--- config.mk ---
export PLATFORM = sky130hd
export DESIGN_NAME = stage_skid_reg
export DESIGN_NICKNAME = d
export VERILOG_FILES = /design/src/rtl/stage_skid_reg.sv
export SDC_FILE = /design/constraint.sdc
export NUM_CORES = 1
export LEC_CHECK = 0
export CORE_ASPECT_RATIO = 0.7
export CORE_MARGIN = 2
export CORE_UTILIZATION = 53
export DETAILED_ROUTE_END_ITERATION = 12
export HOLD_SLACK_MARGIN = 0.03
export PLACE_DENSITY = 0.86
export SLEW_MARGIN = 20
export SYNTH_ARGS = -nofsm -noshare
export SYNTH_HDL_FRONTEND = slang
export SYNTH_SLANG_ARGS = --single-unit
--- constraint.sdc ---
create_clock -name clock -period 3.15 [get_ports clock]
set_input_delay 0.315 -clock clock [delete_from_list [all_inputs] [get_ports clock]]
set_output_delay 0.315 -clock clock [all_outputs]
set_load 0.05 [all_outputs]
--- src/rtl/stage_skid_reg.sv ---
// stage_skid_reg: two-entry pipeline stage register (main + skid) with
// fully registered ready, flush kill and a saturating back-pressure counter.
module stage_skid_reg #(
  parameter int PC_W      = 64,
  parameter int PAYLOAD_W = 128,
  parameter int STALL_W   = 32
) (
  input  logic                 clock,
  input  logic                 reset,
  input  logic                 flush,
  input  logic                 in_valid,
  output logic                 in_ready,
  input  logic [PC_W-1:0]      in_pc,
  input  logic [PAYLOAD_W-1:0] in_payload,
  output logic                 out_valid,
  input  logic                 out_ready,
  output logic [PC_W-1:0]      out_pc,
  output logic [PAYLOAD_W-1:0] out_payload,
  output logic [1:0]           occupancy,
  output logic [STALL_W-1:0]   stall_cnt
);

  typedef enum logic [1:0] {
    EMPTY = 2'd0,
    BUSY  = 2'd1,
    FULL  = 2'd2
  } state_t;

  state_t               state;
  logic [PC_W-1:0]      main_pc_p0;
  logic [PAYLOAD_W-1:0] main_payload_p0;
  logic [PC_W-1:0]      skid_pc_p0;
  logic [PAYLOAD_W-1:0] skid_payload_p0;
  logic                 accept;
  logic                 fire;

  // Saturating increment: the counter sticks at all-ones instead of wrapping.
  function automatic logic [STALL_W-1:0] sat_inc(input logic [STALL_W-1:0] v);
    if (v == {STALL_W{1'b1}}) return v;
    return v + 1'b1;
  endfunction

  // Handshake signals come only from registered state, so ready/valid never
  // depend combinationally on the neighbouring stages.
  assign in_ready    = (state != FULL);
  assign out_valid   = (state != EMPTY);
  assign occupancy   = 2'(state);
  assign out_pc      = main_pc_p0;
  assign out_payload = main_payload_p0;
  assign accept      = in_valid & in_ready;
  assign fire        = out_valid & out_ready;

  // State machine, entry registers and stall counter; reset beats flush,
  // flush beats every handshake and leaves the data registers untouched.
  always_ff @(posedge clock) begin
    if (reset) begin
      state           <= EMPTY;
      main_pc_p0      <= '0;
      main_payload_p0 <= '0;
      skid_pc_p0      <= '0;
      skid_payload_p0 <= '0;
      stall_cnt       <= '0;
    end else begin
      if (out_valid && !out_ready) begin
        stall_cnt <= sat_inc(stall_cnt);
      end
      if (flush) begin
        state <= EMPTY;
      end else begin
        unique case (state)
          EMPTY: begin
            if (accept) begin
              main_pc_p0      <= in_pc;
              main_payload_p0 <= in_payload;
              state           <= BUSY;
            end
          end
          BUSY: begin
            if (fire && accept) begin
              main_pc_p0      <= in_pc;
              main_payload_p0 <= in_payload;
            end else if (fire) begin
              state <= EMPTY;
            end else if (accept) begin
              skid_pc_p0      <= in_pc;
              skid_payload_p0 <= in_payload;
              state           <= FULL;
            end
          end
          FULL: begin
            if (fire) begin
              main_pc_p0      <= skid_pc_p0;
              main_payload_p0 <= skid_payload_p0;
              state           <= BUSY;
            end
          end
          default: state <= EMPTY;
        endcase
      end
    end
  end

endmodule

=== Yosys cells after proc, flatten, opt, wreduce, memory -nomap -nowiden ===
Index checks and enable logic that the tools add are counted.

* Input port bits: 197
* Logic and storage cells: 51
* Output and inout port bits: 228
* Register bits: 418

* Add/sub/neg operators: 1
* Reductions and logical operators: 11
* Equality and inequality tests: 10
* Muxes and demuxes: 18
* Bitwise logic cells: 5

{| class="wikitable"
|+ Operators with widths
! kind !! count
|-
| 128-bit two-way mux || 3
|-
| 128-bit case mux with 3 select lines || 1
|-
| 64-bit two-way mux || 3
|-
| 64-bit case mux with 3 select lines || 1
|-
| 32-bit by 1-bit adder with 32-bit output, second input constant || 1
|-
| 32-bit == test, second input constant || 1
|-
| 32-bit two-way mux || 1
|-
| 2-bit inequality test, second input constant || 6
|-
| 2-bit two-way mux || 5
|-
| 5-bit AND reduction || 2
|-
| 2-bit case mux with 3 select lines || 1
|-
| 4-bit AND reduction || 1
|-
| 1-bit two-way mux || 3
|-
| 3-bit inequality test, second input constant || 1
|-
| 1-bit inverter || 3
|-
| 3-bit nonzero test || 1
|-
| 1-bit AND || 2
|-
| 2-bit by 1-bit == test with 1-bit output, second input constant || 1
|-
| 2-bit == test, second input constant || 1
|-
| 1-bit logical AND || 2
|-
| 2-bit zero test || 1
|-
| 2-bit AND reduction || 1
|-
| 2-bit nonzero test || 1
|-
| 2-bit OR reduction || 1
|-
| 1-bit zero test || 1
|}

=== Logic depth before layout (Yosys ltp) ===
Gate-level depths: netlist of run 1.

* Depth after elaboration: 6
* Gate-level depth with buffers: 8

=== Worst setup path after synthesis of run 1 ===
Ideal clock, no wire load.

* Path type: register to register
* From: register stall_cnt[0]
* To: register stall_cnt[28]
* Clock period less this slack: 2.497 ns
* Stages on the path, launching flop included: 8
* Arrival time: 2.427 ns
* Setup slack: 0.653 ns
* Setup time: 0.070 ns
* Cells stage by stage: dfxtp_1 > ha_1 > and3_1 > clkbuf_1 > nand2_1 > or4b_4 > or3_1 > a21oi_1

* Longest elaborated chain between the ends: 6
* Elaborated cells on any way between the ends: 8
* Classes of those cells: add/sub (1); eq/ne (2); mux (4); reduce/logical (1)

{| class="wikitable"
|+ RTL lines
! element !! line !! RTL
|-
| start, declared || 20 || <nowiki>output logic [STALL_W-1:0] stall_cnt</nowiki>
|-
| start signal, assigned || 65 || <nowiki>stall_cnt <= sat_inc(stall_cnt);</nowiki>
|-
| branches (longest 6 deep; another with 32-bit by 1-bit adder with 32-bit output) || - ||
|}

Parallel ways; which one is timed is not known. The select of a mux whose other input is x is not followed.
A chain may end at the register's enable or synchronous reset.

=== Worst setup path after layout of run 1 ===
* From: register state[0], in the netlist occupancy[0]
* To: output in_ready

* Longest elaborated chain between the ends: 1

{| class="wikitable"
|+ RTL lines
! element !! line !! RTL
|-
| start, declared || 29 || <nowiki>state_t state;</nowiki>
|-
| start signal, assigned || 57 || <nowiki>state <= EMPTY;</nowiki>
|-
| start signal, assigned || 68 || <nowiki>state <= EMPTY;</nowiki>
|-
| start signal, assigned || 75 || <nowiki>state <= BUSY;</nowiki>
|-
| 2-bit inequality test || 45 || <nowiki>assign in_ready = (state != FULL);</nowiki>
|-
| end, declared || 12 || <nowiki>output logic in_ready,</nowiki>
|}

Every way passes these cells.

==> results of run 1 <==
[sequential cells by signal, summed over array words and instances (netlist names)]
register         count
out_payload        128
occupancy            2
skid_pc_p0          64
out_pc              64
skid_payload_p0    128
stall_cnt           32
[per-layer routing]
layer | vias up | GRT usage, %
li1 | 7801 | -
met1 | 7809 | 35.6
met2 | 700 | 49.2
met3 | 173 | 8.19
met4 | 4 | 13.5
met5 | - | 0
[worst max-delay path: cells and delay by family (launching register included)]
kind                   cells  cell delay (ns)
DFF                        1             0.53
and+or+nand+nor            1             0.11
buffers and inverters      2             1.25
[power breakdown]
group / leakage [nW] / internal [mW] / total [mW] / switching (mW)
Sequential: 3.41 / 5.48 / 5.60 / 0.119
Clock: 0.664 / 2.91 / 4.94 / 2.03
Combinational: 3.70 / 0.710 / 1.87 / 1.16
[stage by stage]
stage	cell area (µm²)	setup slack (ns)	total power, mW	hold WS, ns	util, %
2_1_floorplan	16400	0.653	6.75	0.392	-
3_3_place_gp	21000	0.648	7.53	0.441	69.3
3_5_place_dp	21000	0.501	7.57	0.447	69.3
4_1_cts	22300	0.402	12.5	0.265	73.7
5_1_grt	22300	0.342	12.8	0.296	73.8
6_report	22300	0.414	12.4	0.273	73.8
[worst paths after layout]
check | startpoint | end | slack, ns | cells after the start
max reg2reg | stall_cnt[0] | stall_cnt[3] | 0.58 | 6
max | occupancy[0] | in_ready | 0.41 | 3
min reg2reg | skid_payload_p0[89] | skid_payload_p0[89] | 0.45 | 2
min | reset | stall_cnt[1] | 0.27 | 2
[cells in the final DEF (no fill, tap or decap), drive strengths merged, types with 2 or more instances in the layout]
cell	n
inv	5
clkbuf	57
and3	3
nand2b	3
or3	11
and4	4
nor3	4
mux2	2
clkinv	9
a31oi	5
bufinv	4
clkdlybuf4s50	423
nand2	778
a311oi	195
dfxtp	418
buf	32
diode	4
nor2	218
nand3	8
nor4	7
o21ai	10
nand4	16
xnor2	17
nor2b	5
a21oi	208
a211oi	4
or4	2
[logic make-up (layout without fill, tap and decap cells)]
| group | Yosys count | after routing | synth area share (%) |
|---|---|---|---|
| buf+inv | 183 | 531 | 4.22 |
| mux | 3 | 3 | 0.199 |
| simple gates | 1063 | 1063 | 25.7 |
| compound gates | 428 | 428 | 17.8 |
| xor+xnor | 17 | 17 | 0.909 |
| fa+ha+maj | 1 | 1 | 0.0764 |
| flops | 418 | 418 | 51.1 |
| other cells | 0 | 4 | 0 |
[final cells by class]
class                           count  share of cell area [%]
Antenna cell                        4                  0.0449
Clock buffer                       57                    5.23
Clock inverter                     14                   0.791
Inverter                            5                   0.107
Multi-Input combinational cell   1512                    32.9
Sequential cell                   418                    37.5
Tap cell                          412                    2.31
Timing Repair Buffer              455                    21.1
==> impl_results.html, run 1 <==
<table>
<tr><th>Metric</th><th>Value</th></tr>
<tr><th colspan="2">CTS</th></tr>
<tr><td>Clock latency reported for the late side of the worst-skew pair</td><td>0.53 ns</td></tr>
<tr><td>CTS root buf</td><td>sky130_fd_sc_hd__clkbuf_16</td></tr>
<tr><td>Buffer depth of the longest clock path</td><td>3</td></tr>
<tr><td>TritonCTS clock tree</td><td>yes</td></tr>
<tr><td>Clock transition time at the flip-flop clock pins of the worst setup and hold paths</td><td>0.07 ns</td></tr>
<tr><td>Cts-stage hold buffer count</td><td>0</td></tr>
<tr><td>Post-CTS Repair Setup Buffers</td><td>0</td></tr>
<tr><td>Count of H-tree levels built during CTS</td><td>2</td></tr>
<tr><td>Clk sinks</td><td>418</td></tr>
<tr><td>TritonCTS Buffers</td><td>39</td></tr>
<tr><td>CTS-repair resized insts</td><td>0</td></tr>
<tr><th colspan="2">Critical path</th></tr>
<tr><td>Worst-path maximum fanout</td><td>53</td></tr>
<tr><td>Type of element launching the critical path</td><td>register</td></tr>
<tr><td>Cell breakdown of the critical path</td><td>nor2b_4 &gt; inv_6 &gt; clkdlybuf4s50_1</td></tr>
<tr><td>Max stage delay on crit path</td><td>0.91 ns</td></tr>
<tr><td>Type of the worst setup path</td><td>reg2out</td></tr>
<tr><td>Critical Path RT</td><td>2.83 ns</td></tr>
<tr><td>Slowest library cell on the worst path</td><td>sky130_fd_sc_hd__clkdlybuf4s50_1</td></tr>
<tr><td>Kind of end point of the critical path</td><td>primary output</td></tr>
<tr><td>Worst endpoint data arrival time</td><td>2.42 ns</td></tr>
<tr><th colspan="2">Timing</th></tr>
<tr><td>Final critical path time including I/O delays and setup</td><td>2.74 ns</td></tr>
<tr><td>Max_slew headroom</td><td>24.5%</td></tr>
<tr><td>Part of the cycle the worst path needs</td><td>86.9%</td></tr>
<tr><td>Transition time at the pin with the least slew margin</td><td>1.13 ns</td></tr>
<tr><td>Worst clock skew</td><td>0.0136 ns</td></tr>
<tr><td>Final hold violation count</td><td>0</td></tr>
<tr><td>RSZ-0062 raised after global routing</td><td>no</td></tr>
<tr><td>Final setup viols</td><td>0</td></tr>
<tr><td>Upper clock frequency limit</td><td>0.366 GHz</td></tr>
<tr><td>Setup Total Neg Slack</td><td>0 ns</td></tr>
<tr><td>Max-slew violation count</td><td>0</td></tr>
<tr><th colspan="2">Synth</th></tr>
<tr><td>Main synth FF type</td><td>sky130_fd_sc_hd__dfxtp_1</td></tr>
<tr><td>Number of synthesized register bits</td><td>418</td></tr>
<tr><td>Post-synthesis instance total</td><td>2,113</td></tr>
<tr><td>Unique cell type count in the Yosys netlist</td><td>40</td></tr>
<tr><td>Largest cells by area after synthesis</td><td>sky130_fd_sc_hd__dfxtp_1, sky130_fd_sc_hd__nand2_1, sky130_fd_sc_hd__a311oi_1, sky130_fd_sc_hd__a21oi_1, sky130_fd_sc_hd__nor2_1</td></tr>
<tr><td>Number of synthesis warnings</td><td>0</td></tr>
<tr><td>Most common cell in the netlist</td><td>sky130_fd_sc_hd__nand2_1</td></tr>
<tr><td>Fraction of post-synthesis cell area in the top cell type by area</td><td>51.1%</td></tr>
<tr><td>Count of flip-flops with a built-in enable after synthesis</td><td>0</td></tr>
<tr><td>Sequential-to-total area share from yosys stat</td><td>51.1%</td></tr>
<tr><td>Post-Syn Area per Cell</td><td>7.75 µm²</td></tr>
<tr><td>Top post-synthesis cells by count</td><td>sky130_fd_sc_hd__nand2_1, sky130_fd_sc_hd__dfxtp_1, sky130_fd_sc_hd__nor2_1</td></tr>
<tr><td>Synthesized netlist net count</td><td>2,311</td></tr>
<tr><td>Cell type contributing the most total cell area after synthesis</td><td>sky130_fd_sc_hd__dfxtp_1</td></tr>
<tr><td>Summed instance area of the synthesized netlist</td><td>16,400 µm²</td></tr>
<tr><td>Async set-or-reset flop fraction in the synthesized netlist</td><td>0%</td></tr>
<tr><th colspan="2">Routing</th></tr>
<tr><td>Vias per cell</td><td>5.73</td></tr>
<tr><td>Length of routed met3 wiring</td><td>4490 µm</td></tr>
<tr><td>Length of routed met2 wiring</td><td>23,800 µm</td></tr>
<tr><td>Highest signal layer in the routed design</td><td>met5</td></tr>
<tr><td>Number of nets still failing antenna checks after routing</td><td>0</td></tr>
<tr><td>Routed vias</td><td>16,500</td></tr>
<tr><td>Routed metal-1 wire length</td><td>19,500 µm</td></tr>
<tr><td>Average wire length per cell after detail routing</td><td>17.5 µm</td></tr>
<tr><td>Number of search-and-repair iterations in the first detailed-routing pass</td><td>5</td></tr>
<tr><td>DRC</td><td>0</td></tr>
<tr><td>DR iter-0 viols</td><td>1,560</td></tr>
<tr><td>Total Routed Length</td><td>50,200 µm</td></tr>
<tr><th colspan="2">Final layout</th></tr>
<tr><td>Area of the multi-input gates</td><td>7340 µm²</td></tr>
<tr><td>Non-filler instance count after layout</td><td>2,877</td></tr>
<tr><td>Final layout net count</td><td>2,629</td></tr>
<tr><td>Area growth from synthesis to layout</td><td>36.3%</td></tr>
<tr><td>Fraction of final layout cells with drive strength greater than 1</td><td>4.47%</td></tr>
<tr><td>Register cell area after layout</td><td>8370 µm²</td></tr>
<tr><td>Count of filler cells inserted in the layout</td><td>2,159</td></tr>
<tr><th colspan="2">Placed design</th></tr>
<tr><td>Final estimated routing congestion in global placement</td><td>0.861</td></tr>
<tr><td>Estimated wirelength of the detail-placed design</td><td>32,100 µm</td></tr>
<tr><td>PortBufs</td><td>424</td></tr>
<tr><td>Post-Place Cells</td><td>2,802</td></tr>
<tr><th colspan="2">Pwr</th></tr>
<tr><td>Static power due to leakage</td><td>7.77 nW</td></tr>
<tr><td>Maximum ir drop on the vdd rail</td><td>522 µV</td></tr>
<tr><td>Cell area power density</td><td>556 nW/µm²</td></tr>
<tr><th colspan="2">Die</th></tr>
<tr><td>Die height</td><td>151 µm</td></tr>
<tr><td>Die span in x</td><td>214 µm</td></tr>
<tr><td>Die Area</td><td>32,300 µm²</td></tr>
<tr><td>Starting Density</td><td>54.1%</td></tr>
<tr><td>Core area</td><td>30,200 µm²</td></tr>
<tr><td># rows</td><td>53</td></tr>
<tr><td>Top-level I/O count</td><td>425</td></tr>
<tr><th colspan="2">Global route</th></tr>
<tr><td>Global router's overall resource usage</td><td>29.4%</td></tr>
<tr><td>Initial antenna violation count</td><td>6</td></tr>
<tr><td>Largest net degree at the start of global routing</td><td>194</td></tr>
<tr><td>Global-route wire length before repair</td><td>78,400 µm</td></tr>
<tr><td>Number of global-route vias before repair</td><td>15,400</td></tr>
<tr><td>GRT Residual Overflow</td><td>0</td></tr>
<tr><th colspan="2">Min path</th></tr>
<tr><td>Classification of the worst-slack hold path</td><td>in2reg</td></tr>
<tr><th colspan="2">Flow run</th></tr>
<tr><td>Number of max-capacitance violations reported</td><td>0</td></tr>
<tr><th colspan="2">Status</th></tr>
<tr><td>Run status</td><td>finished, final reports clean</td></tr>
</table>
No activity file was read; power rests on OpenSTA's default activity.
==> inputs of run 2 (changes only) <==
--- a/config.mk
+++ b/config.mk
@@ -11,6 +11,7 @@
 export DETAILED_ROUTE_END_ITERATION = 12
 export HOLD_SLACK_MARGIN = 0.03
 export PLACE_DENSITY = 0.86
+export SKIP_CTS_REPAIR_TIMING = 1
 export SLEW_MARGIN = 20
 export SYNTH_ARGS = -nofsm -noshare
 export SYNTH_HDL_FRONTEND = slang
==> results of run 2 <==
Final layout, timing and power as in run 1 (identical DEF).
==> inputs of run 3 (changes only) <==
--- a/config.mk
+++ b/config.mk
@@ -7,10 +7,10 @@
 export LEC_CHECK = 0
 export CORE_ASPECT_RATIO = 0.7
 export CORE_MARGIN = 2
-export CORE_UTILIZATION = 53
+export CORE_UTILIZATION = 49
 export DETAILED_ROUTE_END_ITERATION = 12
 export HOLD_SLACK_MARGIN = 0.03
-export PLACE_DENSITY = 0.86
+export PLACE_DENSITY = 0.8
 export SKIP_CTS_REPAIR_TIMING = 1
 export SLEW_MARGIN = 20
 export SYNTH_ARGS = -nofsm -noshare
==> constraint.sdc (replaced) <==
create_clock -name clock -period 3.02 [get_ports clock]
set_input_delay 0.302 -clock clock [delete_from_list [all_inputs] [get_ports clock]]
set_output_delay 0.302 -clock clock [all_outputs]
set_load 0.05 [all_outputs]
==> run 3 against run 2 <==
Routed wire length decreased by 2.1%. Via count down 2.5%. Critical endpoint is now stall_cnt[3]. Setup slack improved by 0.074 ns. Clock power increased by 8.1%. First-iteration DRC count down 6.5%. Design area is 0.12% higher. Clock-buffer cell count did not move. Cell count rose by 0.49%.
==> impl_results.html, run 3 (same netlist as run 1, synthesis figures left out) <==
<table>
<tr><th>Metric</th><th>Value</th></tr>
<tr><th colspan="2">Routing</th></tr>
<tr><td>DRC</td><td>0</td></tr>
<tr><td>Total Routed Length</td><td>49,100 µm</td></tr>
<tr><td>Average wire length per cell after detail routing</td><td>17.0 µm</td></tr>
<tr><td>Number of search-and-repair iterations in the first detailed-routing pass</td><td>5</td></tr>
<tr><td>Vias per cell</td><td>5.56</td></tr>
<tr><td>Routed vias</td><td>16,100</td></tr>
<tr><td>DR iter-0 viols</td><td>1,459</td></tr>
<tr><td>Number of nets still failing antenna checks after routing</td><td>0</td></tr>
<tr><th colspan="2">Critical path</th></tr>
<tr><td>Type of the worst setup path</td><td>reg2reg</td></tr>
<tr><td>Kind of end point of the critical path</td><td>register</td></tr>
<tr><td>Max stage delay on crit path</td><td>0.73 ns</td></tr>
<tr><td>Worst-case reg-to-reg path depth</td><td>6</td></tr>
<tr><td>Worst reg2reg startpoint</td><td>stall_cnt[1]</td></tr>
<tr><td>Critical Path RT</td><td>3.45 ns</td></tr>
<tr><td>Worst endpoint data arrival time</td><td>2.96 ns</td></tr>
<tr><td>Worst R2R End</td><td>stall_cnt[3]</td></tr>
<tr><td>Slack of the worst reg-to-reg path</td><td>0.49 ns</td></tr>
<tr><td>Worst-path maximum fanout</td><td>8</td></tr>
<tr><td>Slowest library cell on the worst path</td><td>sky130_fd_sc_hd__nor3_1</td></tr>
<tr><td>Cell breakdown of the critical path</td><td>ha_1 &gt; nand3_1 &gt; nor3_1 &gt; a31oi_1 &gt; nand4_1 &gt; mux2_2</td></tr>
<tr><td>Type of element launching the critical path</td><td>register</td></tr>
<tr><th colspan="2">Min path</th></tr>
<tr><td>Hold Startpoint</td><td>reset</td></tr>
<tr><td>Hold Path Sink</td><td>stall_cnt[9]</td></tr>
<tr><td>Classification of the worst-slack hold path</td><td>in2reg</td></tr>
<tr><td>Number of instances on the worst hold path</td><td>2</td></tr>
<tr><th colspan="2">Placed design</th></tr>
<tr><td>Final estimated routing congestion in global placement</td><td>0.886</td></tr>
<tr><td>Post-Place Cells</td><td>2,812</td></tr>
<tr><td>PortBufs</td><td>424</td></tr>
<tr><td>Estimated wirelength of the detail-placed design</td><td>31,300 µm</td></tr>
<tr><th colspan="2">Pwr</th></tr>
<tr><td>Static power due to leakage</td><td>7.76 nW</td></tr>
<tr><td>Maximum ir drop on the vdd rail</td><td>485 µV</td></tr>
<tr><td>Share of power burned in registers</td><td>44.6%</td></tr>
<tr><td>Power dissipated by switching net loads</td><td>3.49 mW</td></tr>
<tr><td>Comb pwr share</td><td>14.7%</td></tr>
<tr><td>Design internal power</td><td>9.61 mW</td></tr>
<tr><td>Part of the power in the clock network</td><td>40.7%</td></tr>
<tr><td>Cell area power density</td><td>586 nW/µm²</td></tr>
<tr><td>Pwr Total</td><td>13.1 mW</td></tr>
<tr><td>Switching share of total power</td><td>26.7%</td></tr>
<tr><th colspan="2">Die</th></tr>
<tr><td>Core area</td><td>32,600 µm²</td></tr>
<tr><td># rows</td><td>55</td></tr>
<tr><td>Die Area</td><td>34,900 µm²</td></tr>
<tr><td>Die height</td><td>157 µm</td></tr>
<tr><td>Top-level I/O count</td><td>425</td></tr>
<tr><td>Die span in x</td><td>222 µm</td></tr>
<tr><td>Starting Density</td><td>50.2%</td></tr>
<tr><th colspan="2">Timing</th></tr>
<tr><td>Max-slew violation count</td><td>0</td></tr>
<tr><td>Upper clock frequency limit</td><td>0.395 GHz</td></tr>
<tr><td>Final setup viols</td><td>0</td></tr>
<tr><td>Setup Total Neg Slack</td><td>0 ns</td></tr>
<tr><td>Worst clock skew</td><td>0.0184 ns</td></tr>
<tr><td>Max_slew headroom</td><td>8.54%</td></tr>
<tr><td>Final critical path time including I/O delays and setup</td><td>2.53 ns</td></tr>
<tr><td>Transition time at the pin with the least slew margin</td><td>1.37 ns</td></tr>
<tr><td>Final hold violation count</td><td>0</td></tr>
<tr><td>RSZ-0062 raised after global routing</td><td>no</td></tr>
<tr><td>Part of the cycle the worst path needs</td><td>83.8%</td></tr>
<tr><th colspan="2">Global route</th></tr>
<tr><td>Largest net degree at the start of global routing</td><td>194</td></tr>
<tr><td>Global-route wire length before repair</td><td>77,300 µm</td></tr>
<tr><td>Initial antenna violation count</td><td>6</td></tr>
<tr><td>GRT Residual Overflow</td><td>0</td></tr>
<tr><td>Number of global-route vias before repair</td><td>15,200</td></tr>
<tr><td>Global router's overall resource usage</td><td>26.8%</td></tr>
<tr><th colspan="2">Final layout</th></tr>
<tr><td>Area growth from synthesis to layout</td><td>36.4%</td></tr>
<tr><td>Fraction of final layout cells with drive strength greater than 1</td><td>4.47%</td></tr>
<tr><td>Register cell area after layout</td><td>8370 µm²</td></tr>
<tr><td>Most common library cell in the layout ignoring fill and taps</td><td>sky130_fd_sc_hd__nand2_1</td></tr>
<tr><td>Area of the multi-input gates</td><td>7340 µm²</td></tr>
<tr><td>Most used cells in the layout excluding fill and tap cells</td><td>sky130_fd_sc_hd__nand2_1, sky130_fd_sc_hd__clkdlybuf4s50_1, sky130_fd_sc_hd__dfxtp_1</td></tr>
<tr><td>Final layout net count</td><td>2,625</td></tr>
<tr><td>Count of filler cells inserted in the layout</td><td>2,581</td></tr>
<tr><td>Non-filler instance count after layout</td><td>2,891</td></tr>
<tr><th colspan="2">CTS</th></tr>
<tr><td>Buffer depth of the longest clock path</td><td>3</td></tr>
<tr><td>Clock transition time at the flip-flop clock pins of the worst setup and hold paths</td><td>0.07 ns</td></tr>
<tr><td>CTS root buf</td><td>sky130_fd_sc_hd__clkbuf_16</td></tr>
<tr><td>Clock latency reported for the late side of the worst-skew pair</td><td>0.55 ns</td></tr>
<tr><td>TritonCTS clock tree</td><td>yes</td></tr>
<tr><td>TritonCTS Buffers</td><td>40</td></tr>
<tr><td>Count of H-tree levels built during CTS</td><td>2</td></tr>
<tr><td>Clk sinks</td><td>418</td></tr>
<tr><th colspan="2">Flow run</th></tr>
<tr><td>Number of max-capacitance violations reported</td><td>0</td></tr>
<tr><th colspan="2">Status</th></tr>
<tr><td>Run status</td><td>finished, final reports clean</td></tr>
</table>
==> run 3: changes by cell type in the layout (fill, tap and decap cells not counted), moves of 2 or more <==
cell,delta
sky130_fd_sc_hd__inv_6,+2
sky130_fd_sc_hd__clkinvlp_4,+2
sky130_fd_sc_hd__buf_4,-2
sky130_fd_sc_hd__buf_12,-2
sky130_fd_sc_hd__clkinv_2,-2
==> run 3: worst max-delay path by stage <==
stage | from | end | slack (ns)
final | stall_cnt[1] | stall_cnt[3] | 0.49
after global routing | stall_cnt[1] | stall_cnt[3] | 0.28
after CTS | stall_cnt[1] | stall_cnt[3] | 0.54
after detailed placement | out_ready | out_pc[59] | 0.47
after global placement | stall_cnt[1] | stall_cnt[3] | 0.61
after floorplan | stall_cnt[0] | stall_cnt[28] | 0.52
==> run 3: critical path: cells and delay by family (launching register included) <==
kind,cells,cell delay [ns]
simple gates,3,1.04
compound gates,1,0.38
fa+ha+maj,1,0.24
mux,1,0.34
flops,1,0.42
==> run 3: layout make-up <==
| class | count | share of cell area (%) |
|---|---|---|
| antenna | 5 | 0.0560 |
| clock buffer | 57 | 5.27 |
| clock inverter | 17 | 1.06 |
| inverter | 5 | 0.106 |
| multi-input combinational | 1512 | 32.9 |
| sequential | 418 | 37.5 |
| tap | 427 | 2.39 |
| timing repair buffer | 450 | 20.8 |
==> run 3: stage by stage <==
step                hold slack [ns]  area, µm²  setup WS (ns)  utilization, %
floorplan                     0.379      16400          0.523               -
finish                        0.166      22300          0.488            68.5
CTS                           0.165      22300          0.541            68.4
global route                  0.181      22300          0.281            68.5
detailed placement            0.447      20900          0.467            64.1
global placement              0.441      20900          0.609            64.1
==> run 3: metal layers <==
metal	wire, µm	track usage [%]	share of wire [%]
met2	23000	44.3	47
met1	19700	32.4	40
met5	13	0	0.026
met3	4170	7.80	8.5
met4	2230	13.2	4.5
==> run 3: power by group through the flow <==
stage          Sequential [mW]  Combinational (mW)  Clock (mW)
4_1_cts                   5.84                1.93        5.44
5_1_grt                   5.86                2.03        5.67
3_5_place_dp              5.96                1.92           0
2_1_floorplan             6.57               0.476           0
3_3_place_gp              5.95                1.89           0
6_report                  5.84                1.93        5.34
